==> src/rtl/fetch_ctrl_if.sv <==
// Fetch-stage bus: redirect, ICache request/response and the decoded-pair output
// toward the decode buffer.
interface fetch_ctrl_if;
  logic        flush_BR;
  logic [31:0] i_br_target;
  logic        i_is_full;
  logic        stall_ICache;
  logic [31:0] i_IR1;
  logic [31:0] i_IR2;

  logic        o_fetch_req;
  logic [31:0] o_fetch_addr;
  logic [31:0] o_PC1;
  logic [31:0] o_IR1;
  logic [31:0] o_PC2;
  logic [31:0] o_IR2;
  logic [1:0]  o_is_valid;
  logic [1:0]  o_state;
  logic [31:0] o_fetch_cnt;

  modport master (
    input  flush_BR, i_br_target, i_is_full, stall_ICache, i_IR1, i_IR2,
    output o_fetch_req, o_fetch_addr, o_PC1, o_IR1, o_PC2, o_IR2, o_is_valid, o_state,
           o_fetch_cnt
  );

  modport slave (
    output flush_BR, i_br_target, i_is_full, stall_ICache, i_IR1, i_IR2,
    input  o_fetch_req, o_fetch_addr, o_PC1, o_IR1, o_PC2, o_IR2, o_is_valid, o_state,
           o_fetch_cnt
  );
endinterface

==> src/rtl/fetch_ctrl.sv <==
// Instruction fetch controller: issues aligned pair fetches to the ICache, handles
// miss/backpressure/redirect and hands fetched instructions to decode one cycle later.
module fetch_ctrl #(
  parameter logic [31:0] RESET_PC = 32'h1C00_0000
) (
  input logic          clk,
  input logic          rst,
  fetch_ctrl_if.master bus
);

  typedef enum logic [1:0] {
    StBoot = 2'd0,
    StRun  = 2'd1,
    StMiss = 2'd2,
    StHold = 2'd3
  } state_e;

  state_e      state_q;
  logic [31:0] pc_q;
  logic [31:0] pc1_q;
  logic [31:0] ir1_q;
  logic [31:0] pc2_q;
  logic [31:0] ir2_q;
  logic [1:0]  valid_q;
  logic [31:0] cnt_q;

  logic        fetch_req;
  logic        fire;
  logic [31:0] redirect_pc;

  // Only RUN and MISS may request; a redirect or full buffer blocks the request outright.
  assign fetch_req   = ((state_q == StRun) || (state_q == StMiss)) &&
                       !bus.flush_BR && !bus.i_is_full;
  assign fire        = fetch_req && !bus.stall_ICache;
  assign redirect_pc = {bus.i_br_target[31:2], 2'b00};

  always_ff @(posedge clk) begin
    if (rst) begin
      state_q <= StBoot;
      pc_q    <= RESET_PC;
      pc1_q   <= 32'd0;
      ir1_q   <= 32'd0;
      pc2_q   <= 32'd0;
      ir2_q   <= 32'd0;
      valid_q <= 2'b00;
      cnt_q   <= 32'd0;
    end else begin
      valid_q <= 2'b00;

      if (fire) begin
        pc1_q <= pc_q;
        ir1_q <= bus.i_IR1;
        // An odd-word pc only has its own slot left in the aligned pair.
        if (pc_q[2]) begin
          valid_q <= 2'b10;
          pc_q    <= pc_q + 32'd4;
          cnt_q   <= cnt_q + 32'd1;
        end else begin
          pc2_q   <= pc_q + 32'd4;
          ir2_q   <= bus.i_IR2;
          valid_q <= 2'b11;
          pc_q    <= pc_q + 32'd8;
          cnt_q   <= cnt_q + 32'd2;
        end
      end

      unique case (state_q)
        StBoot: state_q <= StRun;
        StRun, StMiss: begin
          if (bus.flush_BR) begin
            state_q <= StRun;
            pc_q    <= redirect_pc;
          end else if (bus.i_is_full) begin
            state_q <= StHold;
          end else if (bus.stall_ICache) begin
            state_q <= StMiss;
          end else begin
            state_q <= StRun;
          end
        end
        StHold: begin
          if (bus.flush_BR) begin
            state_q <= StRun;
            pc_q    <= redirect_pc;
          end else if (!bus.i_is_full) begin
            state_q <= StRun;
          end
        end
        default: state_q <= StBoot;
      endcase
    end
  end

  assign bus.o_fetch_req  = fetch_req;
  assign bus.o_fetch_addr = pc_q;
  assign bus.o_PC1        = pc1_q;
  assign bus.o_IR1        = ir1_q;
  assign bus.o_PC2        = pc2_q;
  assign bus.o_IR2        = ir2_q;
  assign bus.o_is_valid   = valid_q;
  assign bus.o_state      = state_q;
  assign bus.o_fetch_cnt  = cnt_q;

endmodule

==> src/flat_wrapper.sv <==
// flat-port wrapper written by rule: the top's interface ports become plain ports
module fetch_ctrl_flat 
#(
  parameter logic [31:0] RESET_PC = 32'h1C00_0000
)
  (clk, rst, bus_flush_BR, bus_i_br_target, bus_i_is_full, bus_stall_ICache, bus_i_IR1, bus_i_IR2, bus_o_fetch_req, bus_o_fetch_addr, bus_o_PC1, bus_o_IR1, bus_o_PC2, bus_o_IR2, bus_o_is_valid, bus_o_state, bus_o_fetch_cnt);
  fetch_ctrl_if bus_i ();
  input logic clk;
  input logic rst;
  input wire logic [$bits(bus_i.flush_BR)-1:0] bus_flush_BR;
  input wire logic [$bits(bus_i.i_br_target)-1:0] bus_i_br_target;
  input wire logic [$bits(bus_i.i_is_full)-1:0] bus_i_is_full;
  input wire logic [$bits(bus_i.stall_ICache)-1:0] bus_stall_ICache;
  input wire logic [$bits(bus_i.i_IR1)-1:0] bus_i_IR1;
  input wire logic [$bits(bus_i.i_IR2)-1:0] bus_i_IR2;
  output wire logic [$bits(bus_i.o_fetch_req)-1:0] bus_o_fetch_req;
  output wire logic [$bits(bus_i.o_fetch_addr)-1:0] bus_o_fetch_addr;
  output wire logic [$bits(bus_i.o_PC1)-1:0] bus_o_PC1;
  output wire logic [$bits(bus_i.o_IR1)-1:0] bus_o_IR1;
  output wire logic [$bits(bus_i.o_PC2)-1:0] bus_o_PC2;
  output wire logic [$bits(bus_i.o_IR2)-1:0] bus_o_IR2;
  output wire logic [$bits(bus_i.o_is_valid)-1:0] bus_o_is_valid;
  output wire logic [$bits(bus_i.o_state)-1:0] bus_o_state;
  output wire logic [$bits(bus_i.o_fetch_cnt)-1:0] bus_o_fetch_cnt;
  assign bus_i.flush_BR = bus_flush_BR;
  assign bus_i.i_br_target = bus_i_br_target;
  assign bus_i.i_is_full = bus_i_is_full;
  assign bus_i.stall_ICache = bus_stall_ICache;
  assign bus_i.i_IR1 = bus_i_IR1;
  assign bus_i.i_IR2 = bus_i_IR2;
  assign bus_o_fetch_req = bus_i.o_fetch_req;
  assign bus_o_fetch_addr = bus_i.o_fetch_addr;
  assign bus_o_PC1 = bus_i.o_PC1;
  assign bus_o_IR1 = bus_i.o_IR1;
  assign bus_o_PC2 = bus_i.o_PC2;
  assign bus_o_IR2 = bus_i.o_IR2;
  assign bus_o_is_valid = bus_i.o_is_valid;
  assign bus_o_state = bus_i.o_state;
  assign bus_o_fetch_cnt = bus_i.o_fetch_cnt;
  fetch_ctrl #(.RESET_PC(RESET_PC)) u_core (.clk(clk), .rst(rst), .bus(bus_i));
endmodule
==> config.mk <==
export PLATFORM = sky130hd
export DESIGN_NAME = fetch_ctrl_flat
export DESIGN_NICKNAME = d
export VERILOG_FILES = /design/src/rtl/fetch_ctrl_if.sv /design/src/rtl/fetch_ctrl.sv /design/src/flat_wrapper.sv
export SDC_FILE = /design/constraint.sdc
export NUM_CORES = 1
export LEC_CHECK = 0
export ABC_CLOCK_PERIOD_IN_PS = 7700
export BUFFER_PORTS_ARGS = -buffer_cell sky130_fd_sc_hd__buf_4
export CORE_MARGIN = 1
export CORE_UTILIZATION = 50
export DETAILED_ROUTE_END_ITERATION = 7
export PLACE_DENSITY_LB_ADDON = 0.05
export SLEW_MARGIN = 20
export SYNTH_ARGS = -nofsm -noshare
export SYNTH_HDL_FRONTEND = slang
export SYNTH_SLANG_ARGS = --single-unit
==> constraint.sdc <==
create_clock -name clk -period 7.7 [get_ports clk]
set_input_delay 1.925 -clock clk [delete_from_list [all_inputs] [get_ports clk]]
set_output_delay 1.925 -clock clk [all_outputs]
set_load 0.03 [all_outputs]
# == Yosys cells after proc, flatten, opt, wreduce, memory -nomap -nowiden ==
# Index checks and enable logic that the tools add are counted.
# totals
ff_bits,196
out_inout_bits,197
# op_classes
n_addsub,4
eq_ne,4
n_mux,12
bitwise,2
reduce_logical,12
# ops
cell,count
two-way mux 32 bit,5
"adder 32 x 1 -> 32 bit, second input constant",1
"adder 32 x 2 -> 32 bit, second input constant",1
"adder 32 x 3 -> 32 bit, second input constant",1
"adder 32 x 4 -> 32 bit, second input constant",1
two-way mux 2 bit,5
one-hot mux 2 bit (3 select lines),1
"equality test 2 bit, second input constant",2
OR reduction 2 bit,2
logical AND 1 bit,3
logical NOT 1 bit,3
"!= test 3 bit, second input constant",1
OR reduction 3 bit,1
"equality test 2 x 1 -> 1 bit, second input constant",1
logical NOT 2 bit,1
inverter 1 bit,2
AND reduction 2 bit,1
logical OR 1 bit,1
two-way mux 1 bit,1

# == Depth between registers and ports, before layout ==
# Gate-level depths: netlist of run 1.
# logic_depth
ltp_word,8
mapped_depth,9

# == Worst setup path before layout of run 1 ==
# OpenSTA, ideal clock, no wires.
# synth_timing
path_type,input -> output
startpoint,input port bus_i_is_full
endpoint,output port bus_o_fetch_req
arrival_time_ns,2.713
slack_ns,3.062
path_stages,1
n_path_buf,0
cell_sequence,nor3b_1
# synth_via
elab_chain_len,2
# synth_rtl
item,line,rtl
"start, declared",flat_wrapper.sv:12,input wire logic [$bits(bus_i.i_is_full)-1:0] bus_i_is_full;
logical NOT 1 bit,fetch_ctrl.sv:33,!bus.flush_BR && !bus.i_is_full;
logical AND 1 bit,fetch_ctrl.sv:33,
"end, declared",flat_wrapper.sv:16,output wire logic [$bits(bus_i.o_fetch_req)-1:0] bus_o_fetch_req;
# No other way between the ends.

# == Worst setup path after layout of run 1 ==
# layout_timing
startpoint,input port bus_i_is_full
endpoint,register u_core.pc_q[4] (netlist: u_core.bus.o_fetch_addr[4])
# layout_via
elab_chain_len,6
# layout_rtl
item,line,rtl
logical NOT 1 bit (*),fetch_ctrl.sv:33,
logical AND 1 bit (*),fetch_ctrl.sv:33,
logical AND 1 bit (*),fetch_ctrl.sv:34,assign fire = fetch_req && !bus.stall_ICache;
two-way mux 32 bit (*),fetch_ctrl.sv:50,if (fire) begin
two-way mux 32 bit,"fetch_ctrl.sv:70, fetch_ctrl.sv:82",
two-way mux 32 bit (*),n/a,
"end signal, assigned",fetch_ctrl.sv:56,pc_q <= pc_q + 32'd4;
"end signal, assigned",fetch_ctrl.sv:72,pc_q <= redirect_pc;
"end signal, assigned",fetch_ctrl.sv:84,pc_q <= redirect_pc;
"end, declared",fetch_ctrl.sv:19,logic [31:0] pc_q;
# Mark *: on every way between the ends. The rest lies on a longest branch, timed or not.
# A chain may end at the register's enable or synchronous reset.

==> run summary, run 1 <==
PLACED DESIGN
---------------------------------------------------------------------------------------
Weighted congestion at the end of routability-driven global placement            0.8240
Inst Count DP                                                                      1433
Count of port buffers added during placement                                        289
Sum of net half-perimeters after detailed placement                            14870 um
Total cell area at the placement stage                                      0.01012 mm2

TIMING
---------------------------------------------------------------------------------------
Maximum operating frequency                                                   219.6 MHz
Final min period                                                               4.553 ns
Slew HR                                                                          0.3399
Setup TNS                                                                          0 ns
Transition at the pin with the smallest max-transition slack                  0.9826 ns
Setup repair after global routing missed its margin                                  no
Tightest hold margin                                                          0.4532 ns
Clock Skews                                                                 0.008094 ns
Final-report hold violation count                                                     0
Max Transition Viols Final                                                            0
Post-route clock period utilization                                              0.5913
Total of endpoints with negative setup slack in the final report                      0

FLOORPLANNING
---------------------------------------------------------------------------------------
Die Footprint                                                               0.01634 mm2
Floorplan Core Area                                                         0.01531 mm2
Number of core rows                                                                  45
Starting utilization of the core area                                            0.5167
IO Pins                                                                             298
Die Span Y                                                                     127.8 um
Horiz. Die Dim                                                                 127.8 um

CLOCKING
---------------------------------------------------------------------------------------
Buffer depth of the longest clock path                                                2
Maximum level of the CTS H-tree                                                       4
Number of buffers inserted during clock tree synthesis                               17
Clock tree from TritonCTS                                                          done
Source-to-sink clock delay at the later pin of the worst-skew pair              0.42 ns
Post-CTS Setup Repair Bufs                                                            0
Count of instances resized after the clock tree is built                              0
Number of hold buffers added after CTS                                                0
Master cell of the clock root buffer                                       sky130_fd_sc_hd__clkbuf_16
Clk sinks                                                                           190
Register clock-pin slew on the reported worst setup and hold paths              0.07 ns

POWER
---------------------------------------------------------------------------------------
Worst VDD drop                                                                 153.1 uV
Leakage power total                                                         0.004161 uW
Power density over cell area                                               202.3 mW/mm2

GLOBAL ROUTING
---------------------------------------------------------------------------------------
Pin count of the biggest net entering global routing                                116
Wire length of the first global-routing pass                                   34250 um
Initial antenna violation count                                                       0
Via count of the first global-routing pass                                         6789
Remaining global-route overflow                                                       0
Total routing resource utilization after global routing                          0.2641

SETUP PATH
---------------------------------------------------------------------------------------
Largest fanout on the critical path                                                  60
Required arrival time at the worst endpoint                                     7.97 ns
Category of the worst setup path launch point                                 input pin
Endpoint class of the critical path                                            register
Endpoint arrival time on the critical path                                      4.82 ns
Classification of the worst setup path                                           in2reg

LOGIC SYNTHESIS
---------------------------------------------------------------------------------------
Proportion of netlist area held by the largest area contributor                  0.4806
Synthesis-stage register bit count                                                  190
Main area contributors after synthesis                                     sky130_fd_sc_hd__dfxtp_1, sky130_fd_sc_hd__nand2_1, sky130_fd_sc_hd__a21oi_1, sky130_fd_sc_hd__xnor2_1, sky130_fd_sc_hd__a211oi_1
Synthesized area divided by synthesized cell count                            7.922 um2
Mapped Cells                                                                        999
Cell area after technology mapping                                         0.007914 mm2
Post-synth top area cell                                                   sky130_fd_sc_hd__dfxtp_1
Syn. warnings                                                                         0
Async set-or-reset flop fraction in the synthesized netlist                           0
Main flop type after synthesis                                             sky130_fd_sc_hd__dfxtp_1
Share of the yosys chip area belonging to registers                              0.4806
Number of unique standard cell types used by synthesis                               48
Number of enable-type register cells in the synthesized netlist                       0

OUTCOME
---------------------------------------------------------------------------------------
Outcome                                                                    complete, no violations

ROUTING
---------------------------------------------------------------------------------------
Total wire length after detailed routing                                       22250 um
Count of nets left with antenna violations after detail routing                       0
Avg WL per Cell                                                                15.22 um
Number of violations reported at the end of detailed-routing iteration 0            402
Residual DRC count                                                                    0
Total via count in the routed design                                               7700
Routed via count divided by cell count                                            5.267
Pre-antenna DRT Iters                                                                 5

CELLS AND AREA
---------------------------------------------------------------------------------------
Count of inserted antenna diode cells                                                 0
Syn-to-layout area delta                                                         35.23%
Fraction of layout cells with a size suffix above 1                              0.2654
Post-Layout Inst Area                                                       0.01070 mm2
Fillers                                                                            1338
Sequential standard cell area                                              0.003804 mm2
Finished Layout Cells                                                              1462
End-of-flow core utilization                                                     0.6988
Final-stage net count                                                              1350
Area used by multi-input combinational logic                               0.003770 mm2

WORST HOLD PATH
---------------------------------------------------------------------------------------
Type of the tightest min-delay check                                            reg2reg

FLOW RUN
---------------------------------------------------------------------------------------
Number of max-cap violations                                                          0

[cells in the final DEF (no fill, tap or decap), drive strengths merged, types with 2 or more instances in the layout]
cell type  synthesis  layout
clkinvlp           0       2
nand4b             2       2
ha                 8       8
nand2            252     252
mux2i              3       3
a21oi            129     129
conb               1       6
nor3b              2       2
nand3             33      33
and3               5       5
xnor2             32      32
bufinv             0       3
and4               3       3
nor4b              3       3
o21ai             20      20
inv               21      23
nor2              68      68
o31ai              3       3
xor2              16      16
a211oi            37      37
clkbuf            59      19
dfxtp            190     190
or4                7       7
a311oi             5       5
nor4              16      16
or3               18      18
clkinv             0       3
and2               3       3
nand4             13      13
buf               17     294
nor3              20      20
[area by class of cell]
cell class | count | area share
Clock buffer | 19 | 0.04045
Clock inverter | 10 | 0.01321
Inverter | 21 | 0.007366
Multi-Input combinational cell | 717 | 0.3523
Sequential cell | 190 | 0.3554
Tap cell | 211 | 0.02467
Timing Repair Buffer | 294 | 0.2066
[routing by layer]
layer / GRT usage / part of all wire / up-vias
li1: - / - / 3862
met1: 0.3347 / 0.43 / 3591
met2: 0.4303 / 0.48 / 222
met3: 0.07679 / 0.067 / 25
met4: 0.08858 / 0.018 / 0
met5: 0 / 0 / -
[flip-flops by register name (all words and copies together), names as in the netlist]
name,cells
u_core.bus.o_is_valid,2
u_core.bus.o_fetch_cnt,32
u_core.bus.o_state,2
u_core.bus.o_IR2,32
u_core.bus.o_PC2,30
u_core.bus.o_IR1,32
u_core.bus.o_PC1,30
u_core.bus.o_fetch_addr,30
[worst max-delay path, cell delays in order]
cell and delay (ns):
sky130_fd_sc_hd__buf_4 0.14, sky130_fd_sc_hd__nor4b_4 0.82, sky130_fd_sc_hd__buf_4 0.70, sky130_fd_sc_hd__nand2_2 0.73
sky130_fd_sc_hd__o221ai_1 0.39, sky130_fd_sc_hd__a211oi_1 0.10
[path summary, 6_finish.rpt]
path,from,end,slack [ns],cells after the start
min reg2reg,u_core.bus.o_IR2[26],u_core.bus.o_IR2[26],0.45,2
max,bus_i_is_full,u_core.bus.o_fetch_addr[4],3.15,6
max reg2reg,u_core.bus.o_state[0],u_core.bus.o_fetch_addr[4],4.04,7
min,u_core.bus.o_IR2[26],u_core.bus.o_IR2[26],0.45,2
[where the power goes]
part	total (uW)	internal [uW]	switching, uW
Combinational	243	97.8	145
Sequential	1050	1010	37.0
Clock	875	507	368
Total	2170	1620	550
[synth_stat cells (all sizes together) (2+ instances only)]
cell	number
and2	3
o31ai	3
or4	7
nand4	13
nor3b	2
nor4	16
nand3	33
nand4b	2
nor3	20
or3	18
clkbuf	59
and4	3
inv	21
nand2	252
xnor2	32
xor2	16
buf	17
a311oi	5
o21ai	20
mux2i	3
and3	5
nor4b	3
a21oi	129
nor2	68
a211oi	37
ha	8
dfxtp	190
[stage by stage]
stage	worst slack [ns]	total power, uW
after floorplan	3.062	1203
after global placement	2.638	1309
after detailed placement	2.613	1311
after CTS	3.070	2179
after global routing	2.864	2245
final	3.147	2165
[cells by family after synthesis]
| logic type | Yosys count | share of synthesized area |
|---|---|---|
| AOI/OAI and AO/OA | 201 | 0.1450 |
| DFF | 190 | 0.4806 |
| muxes | 4 | 0.005217 |
| other | 1 | 0.0004739 |
| xor gates and xnor gates | 48 | 0.05312 |
| buffers and inverters | 97 | 0.04996 |
| adders and majority gates | 8 | 0.01265 |
| and+or+nand+nor | 450 | 0.2530 |
(Power assumes the default switching activity.)
==> run 2, diff against run 1 <==
--- a/config.mk
+++ b/config.mk
@@ -5,10 +5,10 @@
 export SDC_FILE = /design/constraint.sdc
 export NUM_CORES = 1
 export LEC_CHECK = 0
-export ABC_CLOCK_PERIOD_IN_PS = 7700
+export ABC_CLOCK_PERIOD_IN_PS = 4600
 export BUFFER_PORTS_ARGS = -buffer_cell sky130_fd_sc_hd__buf_4
 export CORE_MARGIN = 1
-export CORE_UTILIZATION = 50
+export CORE_UTILIZATION = 49
 export DETAILED_ROUTE_END_ITERATION = 7
 export PLACE_DENSITY_LB_ADDON = 0.05
 export SLEW_MARGIN = 20
==> constraint.sdc (replaced) <==
create_clock -name clk -period 4.6 [get_ports clk]
set_input_delay 1.15 -clock clk [delete_from_list [all_inputs] [get_ports clk]]
set_output_delay 1.15 -clock clk [all_outputs]
set_load 0.03 [all_outputs]
==> run summary, run 2 (synthesized netlist as in run 1, its figures left out) <==
POWER
---------------------------------------------------------------------------------------
Sequential fraction of design power                                               0.466
Proportion of power drawn by the clock network                                    0.425
Worst VDD drop                                                                 253.1 uV
Switch share                                                                     0.2485
Leakage power total                                                         0.004209 uW
NetSw                                                                          935.0 uW
Power density over cell area                                               348.0 mW/mm2
Design internal power                                                           2827 uW
Comb pwr share                                                                    0.109

GLOBAL ROUTING
---------------------------------------------------------------------------------------
Pin count of the biggest net entering global routing                                 96
Remaining global-route overflow                                                       0
Via count of the first global-routing pass                                         6783
Wire length of the first global-routing pass                                   34670 um
Initial antenna violation count                                                       0
Total routing resource utilization after global routing                          0.2653

FLOORPLANNING
---------------------------------------------------------------------------------------
Die Span Y                                                                     129.1 um
Starting utilization of the core area                                            0.5000
Horiz. Die Dim                                                                 129.1 um
Number of core rows                                                                  46
Die Footprint                                                               0.01666 mm2
Floorplan Core Area                                                         0.01583 mm2
IO Pins                                                                             298

CLOCKING
---------------------------------------------------------------------------------------
Clock tree from TritonCTS                                                          done
Clk sinks                                                                           190
Source-to-sink clock delay at the later pin of the worst-skew pair              0.43 ns
Number of hold buffers added after CTS                                                0
Maximum level of the CTS H-tree                                                       4
Master cell of the clock root buffer                                       sky130_fd_sc_hd__clkbuf_16
Number of buffers inserted during clock tree synthesis                               17
Post-CTS Setup Repair Bufs                                                            0
Register clock-pin slew on the reported worst setup and hold paths              0.06 ns
Count of instances resized after the clock tree is built                              0
Buffer depth of the longest clock path                                                2

PLACED DESIGN
---------------------------------------------------------------------------------------
Setup slack at placement                                                      0.9477 ns
Weighted congestion at the end of routability-driven global placement            0.8572
Sum of net half-perimeters after detailed placement                            15100 um
Count of port buffers added during placement                                        289

TIMING
---------------------------------------------------------------------------------------
Final min period                                                               3.183 ns
Tightest hold margin                                                          0.4534 ns
Clock Skews                                                                 0.009614 ns
Setup repair after global routing missed its margin                                  no
Final-report hold violation count                                                     0
Final setup margin                                                             1.417 ns
Transition at the pin with the smallest max-transition slack                   1.063 ns
Max Transition Viols Final                                                            0
Setup TNS                                                                          0 ns
Total of endpoints with negative setup slack in the final report                      0
Post-route clock period utilization                                              0.6919
Maximum operating frequency                                                   314.2 MHz
Slew HR                                                                          0.2916

WORST HOLD PATH
---------------------------------------------------------------------------------------
Hold Path End                                                              u_core.bus.o_IR1[21]
HP Start                                                                   u_core.bus.o_IR1[21]
Number of cells traversed by the worst hold path                                      2
Type of the tightest min-delay check                                            reg2reg

ROUTING
---------------------------------------------------------------------------------------
Total via count in the routed design                                               7722
Total wire length after detailed routing                                       22430 um
Top metal layer carrying routed signals                                            met4
Pre-antenna DRT Iters                                                                 5
Routed via count divided by cell count                                            5.242
Met1 routed wirelength after detailed routing                                   9644 um
Number of violations reported at the end of detailed-routing iteration 0            409
Met2 layer wire length in the routed design                                    10780 um
Avg WL per Cell                                                                15.23 um
Routed length on met3                                                           1577 um
Residual DRC count                                                                    0
Count of nets left with antenna violations after detail routing                       0

SETUP PATH
---------------------------------------------------------------------------------------
Endpoint of the lowest-slack register-to-register path                     u_core.bus.o_fetch_addr[27]
Reg2reg path depth                                                                    8
Endpoint class of the critical path                                            register
Minimum setup slack among reg-to-reg paths                                      1.55 ns
Largest fanout on the critical path                                                  81
Classification of the worst setup path                                           in2reg
Required arrival time at the worst endpoint                                     4.94 ns
Launch point of the worst reg-to-reg path                                  u_core.bus.o_state[1]
Category of the worst setup path launch point                                 input pin
Endpoint arrival time on the critical path                                      3.52 ns

CELLS AND AREA
---------------------------------------------------------------------------------------
Syn-to-layout area delta                                                         36.62%
Most frequent standard cell in the layout excluding fill and tap cells     sky130_fd_sc_hd__buf_4
Fraction of layout cells with a size suffix above 1                              0.2689
Count of inserted antenna diode cells                                                 0
Fillers                                                                            1389
Final-stage net count                                                              1354
Most frequent cells in the layout                                          sky130_fd_sc_hd__buf_4, sky130_fd_sc_hd__nand2_1, sky130_fd_sc_hd__dfxtp_1

FLOW RUN
---------------------------------------------------------------------------------------
Number of max-cap violations                                                          0

OUTCOME
---------------------------------------------------------------------------------------
Outcome                                                                    complete, no violations

run 2: changes by cell type in the layout (fill, tap and decap cells not counted), sizes merged:
cell    delta
clkinv     -3
clkbuf     +4
bufinv     +1
buf        +4
run 2: per-layer routing:
metal / vias up / global-route usage
met1: 3582 / 0.3434
met4: 0 / 0.09412
li1: 3872 / -
met5: - / 0
met3: 30 / 0.06936
met2: 238 / 0.4280
run 2: cell type report:
type	count	area (um2)	share of cell area
Sequential cell	190	3804	0.3518
Multi-Input combinational cell	717	3765	0.3482
Timing Repair Buffer	298	2253	0.2084
Clock buffer	23	488.0	0.04513
Tap cell	216	270.3	0.02500
Clock inverter	8	152.6	0.01412
Inverter	21	78.83	0.007291
run 2: how the worst max path moves through the flow:
stage | start | endpoint | cells past startpoint
global placement | bus_i_is_full | u_core.bus.o_fetch_addr[27] | 7
finish | bus_i_is_full | u_core.bus.o_fetch_addr[27] | 7
global route | bus_i_is_full | u_core.bus.o_fetch_addr[27] | 7
floorplan | bus_i_is_full | u_core.bus.o_fetch_cnt[28] | 7
CTS | bus_i_is_full | u_core.bus.o_fetch_addr[27] | 7
detailed placement | bus_i_is_full | u_core.bus.o_fetch_addr[27] | 7
run 2: worst max-delay path, cell delays in order:
cell	delay, ns
sky130_fd_sc_hd__buf_4	0.13
sky130_fd_sc_hd__or4b_4	0.53
sky130_fd_sc_hd__buf_4	0.42
sky130_fd_sc_hd__or4_1	0.61
sky130_fd_sc_hd__nor4_1	0.39
sky130_fd_sc_hd__nor4_1	0.08
sky130_fd_sc_hd__a211oi_1	0.19
run 2: power by group through the flow:
stage	Sequential, uW	Combinational, uW	Clock, uW
floorplan	1850	159	0
global placement	1790	407	0
detailed placement	1790	410	0
CTS	1750	411	1620
global route	1760	441	1690
finish	1750	410	1600
run 2: stage by stage:
stage / utilization / instance area [um2] / total power, uW / cells
6_report: 0.6831 / 10810 / 3762 / 1473
5_1_grt: 0.6831 / 10810 / 3890 / 1473
4_1_cts: 0.6827 / 10810 / 3787 / 1473
3_5_place_dp: 0.6422 / 10160 / 2200 / 1442
3_3_place_gp: 0.6422 / 10160 / 2195 / 1442
2_1_floorplan: - / 7933 / 2014 / 1004
